<file path="config.mk">
export PLATFORM = sky130hd
export DESIGN_NAME = alu_control_seq_flat
export DESIGN_NICKNAME = d
export VERILOG_FILES = /design/src/rtl/alu_control_seq_if.sv /design/src/rtl/alu_control_seq.sv /design/src/flat_wrapper.sv
export SDC_FILE = /design/constraint.sdc
export NUM_CORES = 1
export LEC_CHECK = 0
export CAP_MARGIN = 20
export CELL_PAD_IN_SITES_DETAIL_PLACEMENT = 0
export CELL_PAD_IN_SITES_GLOBAL_PLACEMENT = 1
export CORE_MARGIN = 3
export CORE_UTILIZATION = 37
export DETAILED_ROUTE_END_ITERATION = 10
export DONT_BUFFER_PORTS = 1
export GPL_TIMING_DRIVEN = 0
export PLACE_DENSITY = 0.76
export SLEW_MARGIN = 20
export SYNTH_ARGS = -nofsm -noshare
export SYNTH_HDL_FRONTEND = slang
export SYNTH_SLANG_ARGS = --single-unit
</file>
<file path="constraint.sdc">
create_clock -name clk -period 1.9 [get_ports clk]
set_clock_uncertainty 0.1 [all_clocks]
set_input_delay 0.38 -clock clk [delete_from_list [all_inputs] [get_ports clk]]
set_output_delay 0.38 -clock clk [all_outputs]
set_load 0.02 [all_outputs]
</file>
<file path="src/rtl/alu_control_seq_if.sv">
// Upstream-facing bundle for the ALU control sequencer: request, flush and the
// registered decode/handshake results.
interface alu_control_seq_if #(
    parameter int ALUOP_W = 3,
    parameter int FUNCT_W = 6,
    parameter int CNT_W   = 4
);
    logic               in_valid;
    logic               in_ready;
    logic [ALUOP_W-1:0] ALUOp;
    logic [FUNCT_W-1:0] funct;
    logic               flush;
    logic [CNT_W-1:0]   ALUCnt;
    logic               alu_start;
    logic               busy;
    logic               out_valid;
    logic               illegal;

    modport master (
        output in_valid, ALUOp, funct, flush,
        input  in_ready, ALUCnt, alu_start, busy, out_valid, illegal
    );

    modport slave (
        input  in_valid, ALUOp, funct, flush,
        output in_ready, ALUCnt, alu_start, busy, out_valid, illegal
    );
endinterface

</file>
<file path="src/rtl/alu_control_seq.sv">
// Registered ALU control decode with MUL/DIV sequencing: single-cycle ops
// complete one cycle after accept, MUL/DIV hold busy until their latency expires.
module alu_control_seq #(
    parameter int ALUOP_W = 3,
    parameter int FUNCT_W = 6,
    parameter int CNT_W   = 4,
    parameter int MUL_LAT = 4,
    parameter int DIV_LAT = 8
) (
    input  logic                clk,
    input  logic                rst_n,
    alu_control_seq_if.slave    bus
);
    localparam int MAX_LAT = (MUL_LAT > DIV_LAT) ? MUL_LAT : DIV_LAT;
    localparam int CTR_W   = $clog2(MAX_LAT);

    localparam logic [CNT_W-1:0] CODE_ADD = CNT_W'(4'b0000);
    localparam logic [CNT_W-1:0] CODE_SUB = CNT_W'(4'b0001);
    localparam logic [CNT_W-1:0] CODE_NOT = CNT_W'(4'b0010);
    localparam logic [CNT_W-1:0] CODE_LSL = CNT_W'(4'b0011);
    localparam logic [CNT_W-1:0] CODE_LSR = CNT_W'(4'b0100);
    localparam logic [CNT_W-1:0] CODE_AND = CNT_W'(4'b0101);
    localparam logic [CNT_W-1:0] CODE_OR  = CNT_W'(4'b0110);
    localparam logic [CNT_W-1:0] CODE_SLT = CNT_W'(4'b0111);
    localparam logic [CNT_W-1:0] CODE_MUL = CNT_W'(4'b1000);
    localparam logic [CNT_W-1:0] CODE_DIV = CNT_W'(4'b1001);
    localparam logic [CNT_W-1:0] CODE_ILL = CNT_W'(4'b1111);

    typedef enum logic [0:0] {
        IDLE = 1'b0,
        BUSY = 1'b1
    } state_e;

    state_e             state_q, state_d;
    logic [CTR_W-1:0]   cnt_q, cnt_d;
    logic [CNT_W-1:0]   alu_cnt_q, alu_cnt_d;
    logic               illegal_q, illegal_d;
    logic               alu_start_q, alu_start_d;
    logic               out_valid_q, out_valid_d;

    logic [CNT_W-1:0]   dec_code;
    logic               dec_illegal;
    logic               dec_multi;
    logic [CTR_W-1:0]   dec_load;
    logic               in_ready;
    logic               accept;

    // Zero-extending both fields makes any set bit above the architected width
    // fall through to the ILLEGAL default.
    always_comb begin
        // NOTE: every variable written here gets a default first, so no path can
        // leave one unassigned and infer a latch.
        dec_code  = CODE_ILL;
        dec_multi = 1'b0;
        dec_load  = '0;
        case (32'(bus.ALUOp))
            32'd0: begin
                case (32'(bus.funct))
                    32'd0:   dec_code = CODE_ADD;
                    32'd1:   dec_code = CODE_SUB;
                    32'd2:   dec_code = CODE_AND;
                    32'd3:   dec_code = CODE_OR;
                    32'd4:   dec_code = CODE_SLT;
                    32'd5:   dec_code = CODE_LSL;
                    32'd6:   dec_code = CODE_LSR;
                    32'd7:   dec_code = CODE_NOT;
                    32'd8: begin
                        dec_code  = CODE_MUL;
                        dec_multi = 1'b1;
                        dec_load  = CTR_W'(MUL_LAT - 2);
                    end
                    32'd9: begin
                        dec_code  = CODE_DIV;
                        dec_multi = 1'b1;
                        dec_load  = CTR_W'(DIV_LAT - 2);
                    end
                    default: dec_code = CODE_ILL;
                endcase
            end
            32'd1:   dec_code = CODE_SUB;
            32'd2:   dec_code = CODE_SLT;
            32'd3:   dec_code = CODE_ADD;
            32'd4:   dec_code = CODE_AND;
            32'd5:   dec_code = CODE_OR;
            default: dec_code = CODE_ILL;
        endcase
        dec_illegal = (dec_code == CODE_ILL);
    end

    assign in_ready = (state_q == IDLE) & ~bus.flush;
    assign accept   = bus.in_valid & in_ready;

    always_comb begin
        state_d     = state_q;
        cnt_d       = cnt_q;
        alu_cnt_d   = alu_cnt_q;
        illegal_d   = illegal_q;
        alu_start_d = 1'b0;
        out_valid_d = 1'b0;
        case (state_q)
            IDLE: begin
                if (accept) begin
                    alu_cnt_d = dec_code;
                    illegal_d = dec_illegal;
                    if (dec_multi) begin
                        state_d     = BUSY;
                        cnt_d       = dec_load;
                        alu_start_d = 1'b1;
                    end else begin
                        out_valid_d = 1'b1;
                    end
                end
            end
            BUSY: begin
                // Flush aborts silently; ALUCnt keeps the aborted op's code.
                if (bus.flush) begin
                    state_d = IDLE;
                    cnt_d   = '0;
                end else if (cnt_q == '0) begin
                    state_d     = IDLE;
                    out_valid_d = 1'b1;
                end else begin
                    cnt_d = cnt_q - 1'b1;
                end
            end
            default: begin
                state_d = IDLE;
                cnt_d   = '0;
            end
        endcase
    end

    // NOTE: sequential state uses non-blocking assignments so every register
    // samples the pre-edge values regardless of statement order.
    always_ff @(posedge clk or negedge rst_n) begin
        if (!rst_n) begin
            state_q     <= IDLE;
            cnt_q       <= '0;
            alu_cnt_q   <= CODE_ADD;
            illegal_q   <= 1'b0;
            alu_start_q <= 1'b0;
            out_valid_q <= 1'b0;
        end else begin
            state_q     <= state_d;
            cnt_q       <= cnt_d;
            alu_cnt_q   <= alu_cnt_d;
            illegal_q   <= illegal_d;
            alu_start_q <= alu_start_d;
            out_valid_q <= out_valid_d;
        end
    end

    assign bus.in_ready  = in_ready;
    assign bus.ALUCnt    = alu_cnt_q;
    assign bus.illegal   = illegal_q;
    assign bus.alu_start = alu_start_q;
    assign bus.busy      = (state_q == BUSY);
    assign bus.out_valid = out_valid_q;
endmodule

</file>
<file path="src/flat_wrapper.sv">
// flat-port wrapper written by rule: the top's interface ports become plain ports
module alu_control_seq_flat 
#(
    parameter int ALUOP_W = 3,
    parameter int FUNCT_W = 6,
    parameter int CNT_W   = 4,
    parameter int MUL_LAT = 4,
    parameter int DIV_LAT = 8
)
  (clk, rst_n, bus_in_valid, bus_ALUOp, bus_funct, bus_flush, bus_in_ready, bus_ALUCnt, bus_alu_start, bus_busy, bus_out_valid, bus_illegal);
  alu_control_seq_if #(.ALUOP_W(ALUOP_W), .FUNCT_W(FUNCT_W), .CNT_W(CNT_W)) bus_i ();
  input  logic clk;
  input  logic rst_n;
  input wire logic [$bits(bus_i.in_valid)-1:0] bus_in_valid;
  input wire logic [$bits(bus_i.ALUOp)-1:0] bus_ALUOp;
  input wire logic [$bits(bus_i.funct)-1:0] bus_funct;
  input wire logic [$bits(bus_i.flush)-1:0] bus_flush;
  output wire logic [$bits(bus_i.in_ready)-1:0] bus_in_ready;
  output wire logic [$bits(bus_i.ALUCnt)-1:0] bus_ALUCnt;
  output wire logic [$bits(bus_i.alu_start)-1:0] bus_alu_start;
  output wire logic [$bits(bus_i.busy)-1:0] bus_busy;
  output wire logic [$bits(bus_i.out_valid)-1:0] bus_out_valid;
  output wire logic [$bits(bus_i.illegal)-1:0] bus_illegal;
  assign bus_i.in_valid = bus_in_valid;
  assign bus_i.ALUOp = bus_ALUOp;
  assign bus_i.funct = bus_funct;
  assign bus_i.flush = bus_flush;
  assign bus_in_ready = bus_i.in_ready;
  assign bus_ALUCnt = bus_i.ALUCnt;
  assign bus_alu_start = bus_i.alu_start;
  assign bus_busy = bus_i.busy;
  assign bus_out_valid = bus_i.out_valid;
  assign bus_illegal = bus_i.illegal;
  alu_control_seq #(.ALUOP_W(ALUOP_W), .FUNCT_W(FUNCT_W), .CNT_W(CNT_W), .MUL_LAT(MUL_LAT), .DIV_LAT(DIV_LAT)) u_core (.clk(clk), .rst_n(rst_n), .bus(bus_i));
endmodule
</file>
==> Word level (Yosys, flattened, before mapping) <==
Index checks and enable logic that the tools add are counted.
{ "classes": {"add_sub_neg": 1, "n_eq_ne": 18, "mux": 22, "bitwise": 4, "n_reduce_logical": 6} }
{ "ops": {"columns": ["op", "count"], "rows": [
  ["$pmux 4 s10", 1],
  ["$eq 6x3->1 const B", 4],
  ["$pmux 4 s6", 1],
  ["$mux 3", 5],
  ["$eq 6x2->1 const B", 2],
  ["$eq 6x4->1 const B", 2],
  ["$pmux 3 s2", 2],
  ["$mux 1", 11],
  ["$eq 3x2->1 const B", 2],
  ["$eq 3x3->1 const B", 2],
  ["$eq 6x1->1 const B", 1],
  ["$logic_not 3->1", 2],
  ["$logic_not 6->1", 1],
  ["$eq 4x4->1 const B", 1],
  ["$ne 2x1->1 const B", 2],
  ["$pmux 1 s2", 2],
  ["$eq 3x1->1 const B", 1],
  ["$ne 3x3->1 const B", 1],
  ["$reduce_and 3->1", 1],
  ["$sub 3x1->3 const B", 1],
  ["$and 1x1->1", 2],
  ["$not 1->1", 2],
  ["$reduce_and 2->1", 1],
  ["$reduce_or 2->1", 1]
]} }
{ "totals": {"reg_bits": 11, "input_bits": 13, "out_inout_bits": 9, "elab_cells": 57} }

==> Logic depth before layout (Yosys ltp) <==
Gate-level depths: netlist (run 1).
{ "logic_depth": {"word_depth": 7, "ltp_mapped": 6, "ltp_nobuf": 6} }

==> Least setup slack after synthesis (run 1) <==
OpenSTA, ideal clock, no wires.
{ "synth_timing": {"path_type": "register to register", "start": "register u_core.state_q, in the netlist u_core.bus.busy", "end": "register u_core.illegal_q, in the netlist u_core.bus.illegal", "setup_time_ns": 0.136, "arrival_ns": 1.576, "required_time_ns": 1.664, "path_slack_ns": 0.088, "stages_incl_launch_ff": 6, "n_path_buf": 2, "synth_period_minus_slack_ns": 1.812, "cell_sequence": "dfrtp_1 -> clkbuf_1 -> or3b_1 -> clkbuf_1 -> nor4_1 -> nor3_1"} }
{ "synth_via": {"elab_chain_len": 4} }
{ "synth_rtl": {"columns": ["element", "line", "source"], "rows": [
  ["start, declared", "alu_control_seq.sv:34", "state_e state_q, state_d;"],
  ["start signal, assigned", "alu_control_seq.sv:144", "state_q <= state_d;"],
  ["$not 1->1 (no line) (*)", null, null],
  ["$and 1x1->1", "alu_control_seq.sv:90", "assign in_ready = (state_q == IDLE) & ~bus.flush;"],
  ["$and 1x1->1", "alu_control_seq.sv:91", "assign accept = bus.in_valid & in_ready;"],
  ["$reduce_and 2->1 (no line) (*)", null, null],
  ["end signal, assigned", "alu_control_seq.sv:147", "illegal_q <= illegal_d;"],
  ["end, declared", "alu_control_seq.sv:37", "logic illegal_q, illegal_d;"]
]} }
Mark *: on every way between the ends. The rest lies on a longest branch, timed or not.
A chain may end at the register's enable or synchronous reset.

==> Final worst setup path (run 1) <==
Same ends and word-level chain as after synthesis.

==> results.sh, run 1 <==
export IMPL_final_setup_viol_count=0
export IMPL_finalHoldViolCount=0
export IMPL_core_area_um2=1630
export IMPL_ant_nets=0
export IMPL_cts_tree="built"
export IMPL_synth_xor_area_share_pct=1.27
export IMPL_diodes=0
export IMPL_drc_errors=0
export IMPL_total_power_uw=544
export IMPL_synth_area_per_cell_um2=8.94
export IMPL_final_util_pct=48.1
export IMPL_maxSlewViolCount=0
export IMPL_numPortBuffers=0
export IMPL_syn_area_um2=688
export IMPL_maxCapViolations=0
export IMPL_hpwl_um=1060
export IMPL_status="finished clean"
export IMPL_p_per_area_nw_per_um2=694
export IMPL_required_ns=1.95
export IMPL_tightest_slew_ns=0.505
export IMPL_synth_nets=92
export IMPL_endpoint_kind="register"
export IMPL_synthDistinctLibCells=36
export IMPL_crit_type="reg2reg"
export IMPL_placed_cells=101
export IMPL_overflow=0
export IMPL_min_period_over_period_pct=94.1
export IMPL_hold_path_class="in2reg"
export IMPL_grt_max_degree=12
export IMPL_antenna_found_initial=0
export IMPL_finalWeightedCongestion=0.757
export IMPL_relSlewSlack_pct=66.2
export IMPL_fp_dieH_um=49.1
export IMPL_yosysSeqAreaShare_pct=40.0
export IMPL_chipWidth_um=49.1
export IMPL_layout_commonest_cell="nor2_1"
export IMPL_drt_iter0_drc=11
export IMPL_leakagePower_uw=0.000338
export IMPL_first_global_vias=522
export IMPL_worstPathMaxFanout=9
export IMPL_drive_above_1_share_pct=14.6
export IMPL_initial_core_util_pct=42.2
export IMPL_dr_total_vias=580
export IMPL_clk_latency_ns=0.27
export IMPL_cts_made_buffers=3
export IMPL_drt_vias_per_instance=5.47
export IMPL_final_cell_mix="nor2_1 (12), dfrtp_1 (11), inv_1 (6)"
export IMPL_fmax_mhz=559
export IMPL_ir_drop_mv=0.276
export IMPL_wl_per_cell_um=13.5
export IMPL_drtPass1Iterations=4
export IMPL_clock_path_buffers=2
export IMPL_io_pins=22
export IMPL_synth_compound_area_share_pct=16.2
export IMPL_stdcell_count=106
export IMPL_yosysWarnings=0
export IMPL_synth_top_family_by_area="simple AND/OR/NAND/NOR gates"
export IMPL_grt_usage_pct=12.5
export IMPL_synthAdderAreaFrac_pct=3.64
export IMPL_cts_sinks=11
export IMPL_synth_simple_area_share_pct=30.7
export IMPL_wl_um=1430
export IMPL_h_tree_depth=1
export IMPL_root_buffer="clkbuf_4"
export IMPL_yosys_mux_area_fraction_pct=1.45
export IMPL_grt_pass1_wl_um=2350
export IMPL_area_growth_pct=13.8
export IMPL_period_needed_ns=1.79
export IMPL_final_nets=98
export IMPL_synth_seq_cells=11
export IMPL_arrival_ns=1.83
export IMPL_die_area_um2=2410
export IMPL_num_rows=14
export IMPL_cts_clk_slew_worst_paths_ns=0.07
export IMPL_rsz0062_at_grt="false"
export IMPL_syn_inst=77
export IMPL_start_kind="register"
through the flow:
step	setup slack (ns)	hold WS (ns)	setup TNS [ns]	area (um2)
final	0.112	0.0656	0	783
after global routing	0.0237	0.0718	0	783
after CTS	0.0397	0.0696	0	783
after detailed placement	-0.219	-0.0153	-0.553	718
after global placement	-0.212	-0.0153	-0.555	718
after floorplan	0.0882	-0.0156	0	688
flip-flops by register name, indices dropped and copies added, names as in the netlist:
signal / flops
u_core.bus.busy: 1
u_core.cnt_q: 3
u_core.bus.alu_start: 1
u_core.bus.ALUCnt: 4
u_core.bus.illegal: 1
u_core.bus.out_valid: 1
cell usage after synthesis:
cell | number | area (um2)
nor2_1 | 12 | 45.0
clkbuf_1 | 2 | 7.51
ha_1 | 2 | 25.0
o32ai_1 | 1 | 8.76
a21oi_1 | 2 | 10.0
a211o_1 | 1 | 8.76
o21ai_0 | 3 | 15.0
nand2b_1 | 1 | 6.26
nor4b_1 | 1 | 8.76
buf_2 | 1 | 5.00
and2_1 | 1 | 6.26
o21ba_1 | 1 | 10.0
or4_1 | 1 | 7.51
nor3_1 | 5 | 25.0
nor2b_1 | 1 | 6.26
a211oi_1 | 2 | 15.0
or4b_4 | 1 | 13.8
nor3_2 | 1 | 10.0
dfrtp_1 | 11 | 275
nand3_1 | 3 | 15.0
buf_6 | 1 | 11.3
nand3b_1 | 1 | 7.51
or3b_1 | 1 | 8.76
a311oi_1 | 1 | 8.76
mux2i_1 | 1 | 10.0
a31oi_1 | 1 | 6.26
xnor2_1 | 1 | 8.76
o211a_1 | 1 | 10.0
inv_1 | 6 | 22.5
nor4_1 | 3 | 18.8
or2_1 | 1 | 6.26
a221o_1 | 1 | 10.0
o311ai_0 | 1 | 8.76
or3_1 | 1 | 6.26
nor3b_2 | 1 | 12.5
nand2_1 | 2 | 7.51
worst max-delay path, cell delays in order, from the launching register on:
cell and delay, ns:
dfrtp_1 0.45, buf_2 0.21, or3b_4 0.47, nor4_4 0.33
nor3_1 0.10
area by class of cell:
| cell class | count | area (um2) |
|---|---|---|
| clock buffers | 4 | 26.3 |
| plain buffers | 3 | 21.3 |
| multi-input cells | 56 | 390 |
| well taps | 24 | 30.0 |
| flip-flops and latches | 11 | 275 |
| repair buffers | 2 | 17.5 |
| fillers | 155 | 846 |
| inverters | 6 | 22.5 |
power by group:
part / total [uW] / switching, uW / internal [uW]
Clock: 160 / 78.5 / 81.3
Sequential: 296 / 36.7 / 259
Combinational: 87.8 / 47.2 / 40.6
cells by family (layout without fill, tap and decap cells):
family          Yosys count  count (layout)
compound gates           15              15
xor+xnor                  1               1
fa+ha+maj                 2               2
buf+inv                  10              15
flops                    11              11
mux                       1               1
simple gates             37              37
metal layers:
layer,GRT usage (%),routed length (um),share of wire [%]
met5,0,0,0
met4,7.11,34,2.4
met3,4.89,126,8.8
met2,16.3,540,38
met1,17.0,728,51
path summary, 6_finish.rpt:
check                                start              endpoint  slack [ns]  depth (start not counted)
hold / removal                   bus_flush  u_core.bus.out_valid        0.07                          1
min in group asynchronous            rst_n    u_core.bus.illegal        0.41                          1
setup / recovery           u_core.bus.busy    u_core.bus.illegal        0.11                          4
setup reg to reg           u_core.bus.busy    u_core.bus.illegal        0.11                          4
hold reg to reg            u_core.cnt_q[1]       u_core.cnt_q[1]        0.44                          1
max in group asynchronous            rst_n       u_core.cnt_q[1]        0.95                          1
timing repair:
action	CTS	global route
setup endpoints to repair	6	1
hold buffers	1	0
resized for setup	5	1
endpoints found under the hold margin	11	0
setup buffers	1	0
pin swaps	1	1
No activity file was read; power rests on OpenSTA's default activity.
==> run 2: changes to the inputs <==
--- a/config.mk
+++ b/config.mk
@@ -10,9 +10,9 @@
 export CELL_PAD_IN_SITES_GLOBAL_PLACEMENT = 1
 export CORE_MARGIN = 3
-export CORE_UTILIZATION = 37
+export CORE_UTILIZATION = 43
 export DETAILED_ROUTE_END_ITERATION = 10
 export DONT_BUFFER_PORTS = 1
 export GPL_TIMING_DRIVEN = 0
-export PLACE_DENSITY = 0.76
+export PLACE_DENSITY = 0.85
 export SLEW_MARGIN = 20
 export SYNTH_ARGS = -nofsm -noshare
==> constraint.sdc (replaced) <==
create_clock -name clk -period 1.9 [get_ports clk]
set_clock_uncertainty 0.1 [all_clocks]
set_input_delay 0.38 -clock clk [delete_from_list [all_inputs] [get_ports clk]]
set_output_delay 0.38 -clock clk [all_outputs]
set_load 0.005 [all_outputs]
==> run 2 against run 1 <==
Clock power down 4%. Sequential share of layout area up 0.92 points. Combinational power down 5.1%. Critical path depth up 1. Critical endpoint is now u_core.cnt_q[0]. Highest routed layer unchanged. Non-clock buffer count unchanged. Flip-flop and latch count unchanged. Setup slack better by 0.065 ns. Fmax up 3.8%. Global-route usage up 3.9 points. Wire length down 5.1%. Via count up 0.52%. Worst hold slack better by 0.0097 ns.
==> results.sh, run 2 (synthesized netlist as in run 1, its figures left out) <==
export IMPL_status="finished clean"
export IMPL_hold_depth=1
export IMPL_antenna_found_initial=0
export IMPL_cts_made_buffers=3
export IMPL_num_rows=13
export IMPL_final_nets=98
export IMPL_drive_above_1_share_pct=14.6
export IMPL_min_from="bus_flush"
export IMPL_layout_commonest_cell="nor2_1"
export IMPL_maxCapViolations=0
export IMPL_arrival_ns=1.77
export IMPL_endpoint_kind="register"
export IMPL_hold_path_end="u_core.bus.out_valid"
export IMPL_chipWidth_um=46.0
export IMPL_clock_path_buffers=2
export IMPL_numPortBuffers=0
export IMPL_p_per_area_nw_per_um2=673
export IMPL_relSlewSlack_pct=67.0
export IMPL_finalHoldViolCount=0
export IMPL_grt_usage_pct=16.3
export IMPL_fmax_mhz=580
export IMPL_tightest_slew_ns=0.493
export IMPL_wl_um=1360
export IMPL_critPathMaxStageDelay_ns=0.47
export IMPL_worstPathMaxFanout=9
export IMPL_ant_nets=0
export IMPL_rsz0062_at_grt="false"
export IMPL_area_growth_pct=10.9
export IMPL_start_kind="register"
export IMPL_drc_errors=0
export IMPL_finalWeightedCongestion=0.733
export IMPL_crit_type="reg2reg"
export IMPL_required_ns=1.94
export IMPL_r2r_cells=5
export IMPL_die_area_um2=2120
export IMPL_dr_total_vias=583
export IMPL_drtPass1Iterations=4
export IMPL_period_needed_ns=1.72
export IMPL_min_period_over_period_pct=90.7
export IMPL_initial_core_util_pct=49.2
export IMPL_critPathSlowestCell="or3b_4"
export IMPL_drt_vias_per_instance=6.01
export IMPL_leakagePower_uw=0.000335
export IMPL_final_setup_viol_count=0
export IMPL_io_pins=22
export IMPL_first_global_vias=561
export IMPL_drt_iter0_drc=4
export IMPL_fillCellCount=141
export IMPL_fin_area_um2=763
export IMPL_cts_clk_slew_worst_paths_ns=0.06
export IMPL_reg2reg_from="u_core.bus.busy"
export IMPL_ir_drop_mv=0.313
export IMPL_dpl_instance_area_um2=707
export IMPL_hold_path_class="in2reg"
export IMPL_overflow=0
export IMPL_h_tree_depth=1
export IMPL_final_cell_mix="nor2_1 (12), dfrtp_1 (11), inv_1 (6)"
export IMPL_grt_max_degree=12
export IMPL_worstPathCellList="clkbuf_2 > or3b_4 > nor3_4 > buf_4 > o32ai_1"
export IMPL_fp_dieH_um=46.0
export IMPL_grt_pass1_wl_um=2430
export IMPL_maxSlewViolCount=0
export IMPL_wl_per_cell_um=14.0
export IMPL_hold_ws_ns=0.0752
export IMPL_diodes=0
export IMPL_cts_sinks=11
export IMPL_largest_reg_flops=4
export IMPL_reg2reg_slack_ns=0.18
export IMPL_cts_tree="built"
export IMPL_core_area_um2=1400
export IMPL_hpwl_um=1030
export IMPL_clk_latency_ns=0.26
export IMPL_root_buffer="clkbuf_4"
export IMPL_worst_r2r_endpoint="u_core.cnt_q[0]"
==> run 2: final cells by class <==
type / instances / area [um2] / share of cell area [%]
multi-input combinational: 56 / 382 / 50.0
sequential: 11 / 275 / 36.1
clock buffer: 4 / 26.3 / 3.44
inverter: 6 / 22.5 / 2.95
buffer: 3 / 21.3 / 2.79
tap: 15 / 18.8 / 2.46
timing repair buffer: 2 / 17.5 / 2.30
==> run 2: timing repair <==
item / 4_1_cts / 5_1_grt
buffers inserted: 0 / 1
hold buffers: 1 / 0
endpoints found under the hold margin: 11 / 0
setup endpoints to repair: 3 / 7
gates resized for setup: 2 / 3
cloned: 0 / 0
pin swaps: 0 / 1
==> run 2: worst max path at each step <==
stage | startpoint | end | slack, ns | cells after the start
6_report | u_core.bus.busy | u_core.cnt_q[0] | 0.18 | 5
3_5_place_dp | u_core.bus.busy | u_core.bus.illegal | -0.1 | 5
5_1_grt | u_core.bus.busy | u_core.cnt_q[2] | 0.05 | 5
3_3_place_gp | u_core.bus.busy | u_core.bus.illegal | -0.10 | 5
2_1_floorplan | u_core.bus.busy | u_core.bus.illegal | 0.18 | 5
4_1_cts | u_core.bus.busy | u_core.bus.illegal | -0.02 | 5
==> run 2: power breakdown <==
| part | total [uW] | internal (uW) | switching, uW |
|---|---|---|---|
| Combinational | 83.3 | 40.2 | 43.1 |
| Clock | 154 | 81.1 | 72.4 |
| Sequential | 277 | 260 | 16.8 |
==> run 2: critical path, delay by kind of cell (launching register included) <==
| family | cells | cell delay [ns] |
|---|---|---|
| and+or+nand+nor | 2 | 0.70 |
| AOI/OAI and AO/OA | 1 | 0.07 |
| buffers and inverters | 2 | 0.34 |
| DFF | 1 | 0.39 |
==> run 2: routing by layer <==
| layer | part of all wire [%] | global-route usage (%) | wire (um) |
|---|---|---|---|
| met4 | 3.2 | 10.2 | 44 |
| met3 | 9.3 | 5.53 | 126 |
| met2 | 40 | 23.1 | 542 |
| met1 | 47 | 21.0 | 641 |
| met5 | 0 | 0 | 0 |
==> run 2: per-stage QoR <==
| step | std cells | TNS (ns) | utilization [%] | worst slack [ns] | power (uW) |
|---|---|---|---|---|---|
| after floorplan | 77 | 0 | - | 0.180 | 343 |
| after global placement | 92 | -0.200 | 50.5 | -0.102 | 355 |
| after detailed placement | 92 | -0.177 | 50.5 | -0.0972 | 358 |
| after CTS | 97 | -0.0201 | 54.0 | -0.0201 | 519 |
| after global routing | 97 | 0 | 54.6 | 0.0510 | 548 |
| final | 97 | 0 | 54.6 | 0.177 | 513 |
